==> config.mk <==
export PLATFORM = sky130hd
export DESIGN_NAME = simd_vec_sequencer
export DESIGN_NICKNAME = d
export VERILOG_FILES = /design/src/rtl/simd_seq_pkg.sv /design/src/rtl/simd_beat_counter.sv /design/src/rtl/simd_vec_sequencer.sv
export SDC_FILE = /design/constraint.sdc
export NUM_CORES = 1
export LEC_CHECK = 0
export CAP_MARGIN = 10
export CORE_AREA = 2 2 56 58
export CTS_CLUSTER_DIAMETER = 150
export DETAILED_ROUTE_END_ITERATION = 16
export DIE_AREA = 0 0 58 60
export PLACE_DENSITY = 0.78
export SLEW_MARGIN = 20
export SYNTH_ARGS = -nofsm -noshare
export SYNTH_HDL_FRONTEND = slang
export SYNTH_SLANG_ARGS = --single-unit
==> constraint.sdc <==
create_clock -name clk -period 2.19 [get_ports clk]
set_clock_uncertainty 0.05 [all_clocks]
set_input_delay 0.438 -clock clk [delete_from_list [all_inputs] [get_ports clk]]
set_output_delay 0.438 -clock clk [all_outputs]
set_load 0.01 [all_outputs]
==> src/rtl/simd_seq_pkg.sv <==
// simd_seq_pkg: shared state type, default geometry and lane-mask helpers for the vector sequencer
package simd_seq_pkg;

    typedef enum logic [1:0] {IDLE, EXEC, MEMWAIT} seq_state_t;

    localparam int VEC_LANES_DEF      = 16;
    localparam int LANES_PER_BEAT_DEF = 4;
    // Widest lane count beat_mask can describe; callers slice off their VEC_LANES
    localparam int MAX_LANES          = 256;

    function automatic int nbeats(input int vec_lanes, input int lanes_per_beat);
        return vec_lanes / lanes_per_beat;
    endfunction

    function automatic logic [MAX_LANES-1:0] beat_mask(input int idx, input int lanes_per_beat);
        logic [MAX_LANES-1:0] m;
        for (int i = 0; i < MAX_LANES; i++)
            m[i] = (i >= idx * lanes_per_beat) && (i < (idx + 1) * lanes_per_beat);
        return m;
    endfunction

endpackage

==> src/rtl/simd_beat_counter.sv <==
// simd_beat_counter: beat index for the in-flight vector op, wrapping to 0 only when the final beat completes
module simd_beat_counter #(
    parameter int NBEATS = 4,
    parameter int IW     = (NBEATS > 1) ? $clog2(NBEATS) : 1
) (
    input  logic          clk,
    input  logic          rst,
    input  logic          load,
    input  logic          advance,
    output logic [IW-1:0] idx,
    output logic          last
);

    logic [IW-1:0] idx_q, idx_d;

    assign last = idx_q == IW'(NBEATS - 1);
    assign idx  = idx_q;

    // A completed beat steps the index (wrapping after the last); load restarts at beat 0
    always_comb idx_d = advance ? (last ? '0 : idx_q + 1'b1) : (load ? '0 : idx_q);

    // Index register, cleared asynchronously so an abandoned op restarts cleanly
    always_ff @(posedge clk or posedge rst)
        if (rst) idx_q <= '0;
        else     idx_q <= idx_d;

endmodule

==> src/rtl/simd_vec_sequencer.sv <==
// simd_vec_sequencer: steps vector ops through lane-group beats and stalls decode while they run
// Optional stall-cycle counter built when SIMD_SEQ_PERF_CNT_EN is defined
module simd_vec_sequencer
    import simd_seq_pkg::*;
#(
    parameter int VEC_LANES      = VEC_LANES_DEF,
    parameter int LANES_PER_BEAT = LANES_PER_BEAT_DEF,
    parameter int NBEATS         = nbeats(VEC_LANES, LANES_PER_BEAT),
    parameter int IW             = (NBEATS > 1) ? $clog2(NBEATS) : 1
) (
    input  logic                 clk,
    input  logic                 rst,
    input  logic                 op_valid,
    input  logic                 alu_sel,
    input  logic [2:0]           alu_control,
    input  logic                 reg_write,
    input  logic                 mem_write,
    input  logic                 mem_to_reg,
    input  logic                 mem_ack,
    output logic                 stuck,
    output logic                 mem_req,
    output logic                 mem_we,
    output logic                 beat_valid,
    output logic [IW-1:0]        beat_idx,
    output logic [VEC_LANES-1:0] lane_en,
    output logic [2:0]           alu_ctrl_q,
    output logic                 wb_en,
    output logic                 op_done,
    output logic [31:0]          stall_cycles
);

    seq_state_t           state_q, state_d;
    logic [2:0]           ctrl_q;
    logic                 rw_q, st_q, op_done_q;
    logic                 accept, active, mem_op, cur_st, cur_rw, done_beat, last;
    logic [MAX_LANES-1:0] mask_full;
    logic                 unused_mask;

    // Reset gates acceptance so every output is low while rst is held
    assign accept = !rst && state_q == IDLE && op_valid && alu_sel;

    simd_beat_counter #(.NBEATS(NBEATS), .IW(IW)) u_cnt (
        .clk     (clk),
        .rst     (rst),
        .load    (accept),
        .advance (beat_valid),
        .idx     (beat_idx),
        .last    (last)
    );

    assign mask_full   = beat_mask(int'(beat_idx), LANES_PER_BEAT);
    assign unused_mask = ^mask_full[MAX_LANES-1:VEC_LANES];

    // Next state and beat/memory outputs; acceptance-cycle values come straight from the inputs
    always_comb begin
        state_d    = state_q;
        active     = accept || state_q != IDLE;
        mem_op     = accept ? (mem_write || mem_to_reg) : state_q == MEMWAIT;
        cur_st     = accept ? mem_write : st_q;
        cur_rw     = accept ? reg_write : rw_q;
        alu_ctrl_q = accept ? alu_control : ctrl_q;
        mem_req    = active && mem_op;
        mem_we     = mem_req && cur_st;
        beat_valid = active && (!mem_op || mem_ack);
        done_beat  = beat_valid && last;
        stuck      = active && !done_beat;
        wb_en      = beat_valid && cur_rw && !cur_st;
        lane_en    = beat_valid ? mask_full[VEC_LANES-1:0] : '0;
        if (accept && !done_beat)
            state_d = mem_op ? MEMWAIT : EXEC;
        else if (state_q != IDLE && done_beat)
            state_d = IDLE;
    end

    // State, op attributes latched at acceptance, and the completion pulse
    always_ff @(posedge clk or posedge rst)
        if (rst) begin
            state_q   <= IDLE;
            ctrl_q    <= '0;
            rw_q      <= 1'b0;
            st_q      <= 1'b0;
            op_done_q <= 1'b0;
        end else begin
            state_q   <= state_d;
            op_done_q <= done_beat;
            if (accept) begin
                ctrl_q <= alu_control;
                rw_q   <= reg_write;
                st_q   <= mem_write;
            end
        end

    assign op_done = op_done_q;

`ifdef SIMD_SEQ_PERF_CNT_EN
    logic [31:0] stall_q;

    // Saturating count of stalled cycles
    always_ff @(posedge clk or posedge rst)
        if (rst) stall_q <= '0;
        else     stall_q <= stall_q + 32'(stuck && stall_q != '1);

    assign stall_cycles = stall_q;
`else
    assign stall_cycles = '0;
`endif

endmodule

==> out/results.ini <==
[outcome]
status=complete, but fails checks
violations=setup timing

[die]
chipWidth_um=58
initial_core_util=0.323
num_rows=20
coreArea_um2=2900
dieArea_um2=3480
io_pins=70
die_h_um=60

[logic_synthesis]
synth.top_cell.area_share=0.360
synth_cells=103
synth_area_um2=937
synth-seq-area-share=0.267
syn_avg_cell_area_um2=9.10
synth.area.top_cells=buf_4, dfrtp_1, mux2_2
ys.flop_type=dfrtp_1
async_flop_share=1.00
ys_warn_count=0
synth_edf_count=0
synth_cell_types=26
synth_top_cell_by_area=buf_4
ys_ff_latch=10

[worst_setup_path]
cp.required_ns=1.70
startpoint_type=primary input
arrival_ns=1.72
crit_fanout=4
end_kind=output port
worst-setup-path-type=in -> out

[detailed_routing]
dr.pass1.iters=4
wl_um=1870
ant_nets=0
viasPerCell=4.02
wire_per_inst_um=10.2
drt-initial-drc-count=14
drc_errors=0
route.vias.total=735

[clock_tree]
cts_max_level=1
clkSinkCount=10
clkLatencyLatePin_ns=0.26
path_clk_slew_ns=0.07
clockBufferDepth=2
numCtsBuffers=3
root_buffer=clkbuf_4
cts_tree=built
cts_hold_buf=0

[layout]
fin_util=0.457
design_area_um2=1330
final_common_cell=conb_1
syn2layout_area_growth_pct=41.5
final_cell_mix=conb_1, buf_4, buf_6
diodes=0
drive_above_1_share=0.427
final_nets=166
final_cell_count_no_fill=183

[pwr]
powerDensity_nw_per_um2=1160
vdd_ir_drop_max_uv=604
cellLeakagePower_uw=0.000731

[sta]
setup_viol=7
period_needed_ns=2.21
rsz0062_at_grt=yes
finalHoldViolCount=0
layout_setup_ws_ns=-0.0173
period_share=1.01
fin_hold_ws_ns=0.377
fmax_ghz=0.453
slew_violations=0

[placement]
port_buffers=37
dpl.hpwl_um=1530
place.gp.congestion=0.717
dp_cells=169
placed_area_um2=1200

[global_routing]
overflow=0
grtUsageTotal=0.108
grt_pass1_vias=676
grt_pass1_wl_um=2940
antenna_found_initial=0
grt_max_degree=11

[flow_run]
maxCapViolCount=0

[hold_path]
hold_path_class=in -> async

-- layout make-up --
cell class / count / area, um^2
Clock buffer: 4 / 36.3
Sequential cell: 10 / 250
Fill cell: 304 / 1580
Tap cell: 33 / 41.3
Inverter: 5 / 18.8
Multi-Input combinational cell: 73 / 483
Timing Repair Buffer: 58 / 497
-- through the flow --
step / setup TNS, ns / setup WS (ns) / power (uW)
after floorplan: 0 / 0.262 / 872
after global placement: -12.27 / -0.552 / 1240
after detailed placement: -12.99 / -0.591 / 1280
after CTS: -0.237 / -0.0393 / 1490
after global routing: -0.531 / -0.0805 / 1660
final: -0.0686 / -0.0173 / 1540
-- cell usage after synthesis, types with 2 or more instances --
master   instances
mux2_2           5
a21oi_1          4
mux2_1           2
nand2_1          3
and2_1           4
o21ai_0          2
nor2_1           4
buf_4           45
dfrtp_1         10
inv_1            5
ha_1             4
-- report_power, final --
part,internal [uW],total [uW],switching [uW]
logic,588,1050,458
clock network,101,162,61.0
registers,270,328,58.4
total,959,1540,577
-- final timing paths --
kind,start,to,slack [ns],depth (start not counted)
hold / removal,rst,st_q,0.38,3
hold reg to reg,ctrl_q[1],ctrl_q[1],0.45,1
setup / recovery,mem_to_reg,lane_en[8],-0.02,7
max in group asynchronous,rst,ctrl_q[2],1.44,3
setup reg to reg,state_q[1],u_cnt.idx[1],0.19,10
min in group clk,ctrl_q[1],ctrl_q[1],0.45,1
-- sequential cells by signal (all words and copies together), names as in the netlist --
name       cells
ctrl_q         3
st_q           1
state_q        2
u_cnt.idx      2
op_done        1
rw_q           1
-- per-layer routing --
layer,vias to the layer above,global-route usage,wire [um]
li1,353,-,-
met1,329,0.125,661
met2,51,0.198,994
met3,2,0.0195,197
met4,0,0.0399,17
met5,-,0,0
-- timing repair --
action                                  CTS  global route
hold endpoints to repair                  0             0
resized for setup                       119             7
endpoints found under the setup margin   24            18
pin swaps                                 7             1
setup buffers                             9             1
-- logic make-up after synthesis --
kind of cell | count (synthesis) | share of synthesized area
AOI/OAI and AO/OA | 12 | 0.0948
buffers and inverters | 51 | 0.386
other | 1 | 0.00400
adders and majority gates | 4 | 0.0534
muxes | 7 | 0.0841
DFF | 10 | 0.267
and+or+nand+nor | 18 | 0.111
-- critical path, stage by stage --
cell and delay [ns]:
dlygate4sd2_1 0.26, or3_4 0.35, a22oi_4 0.19, buf_6 0.14, buf_6 0.08, and2_4 0.16
buf_6 0.10
Note: power is estimated with default switching activity, not from simulation.
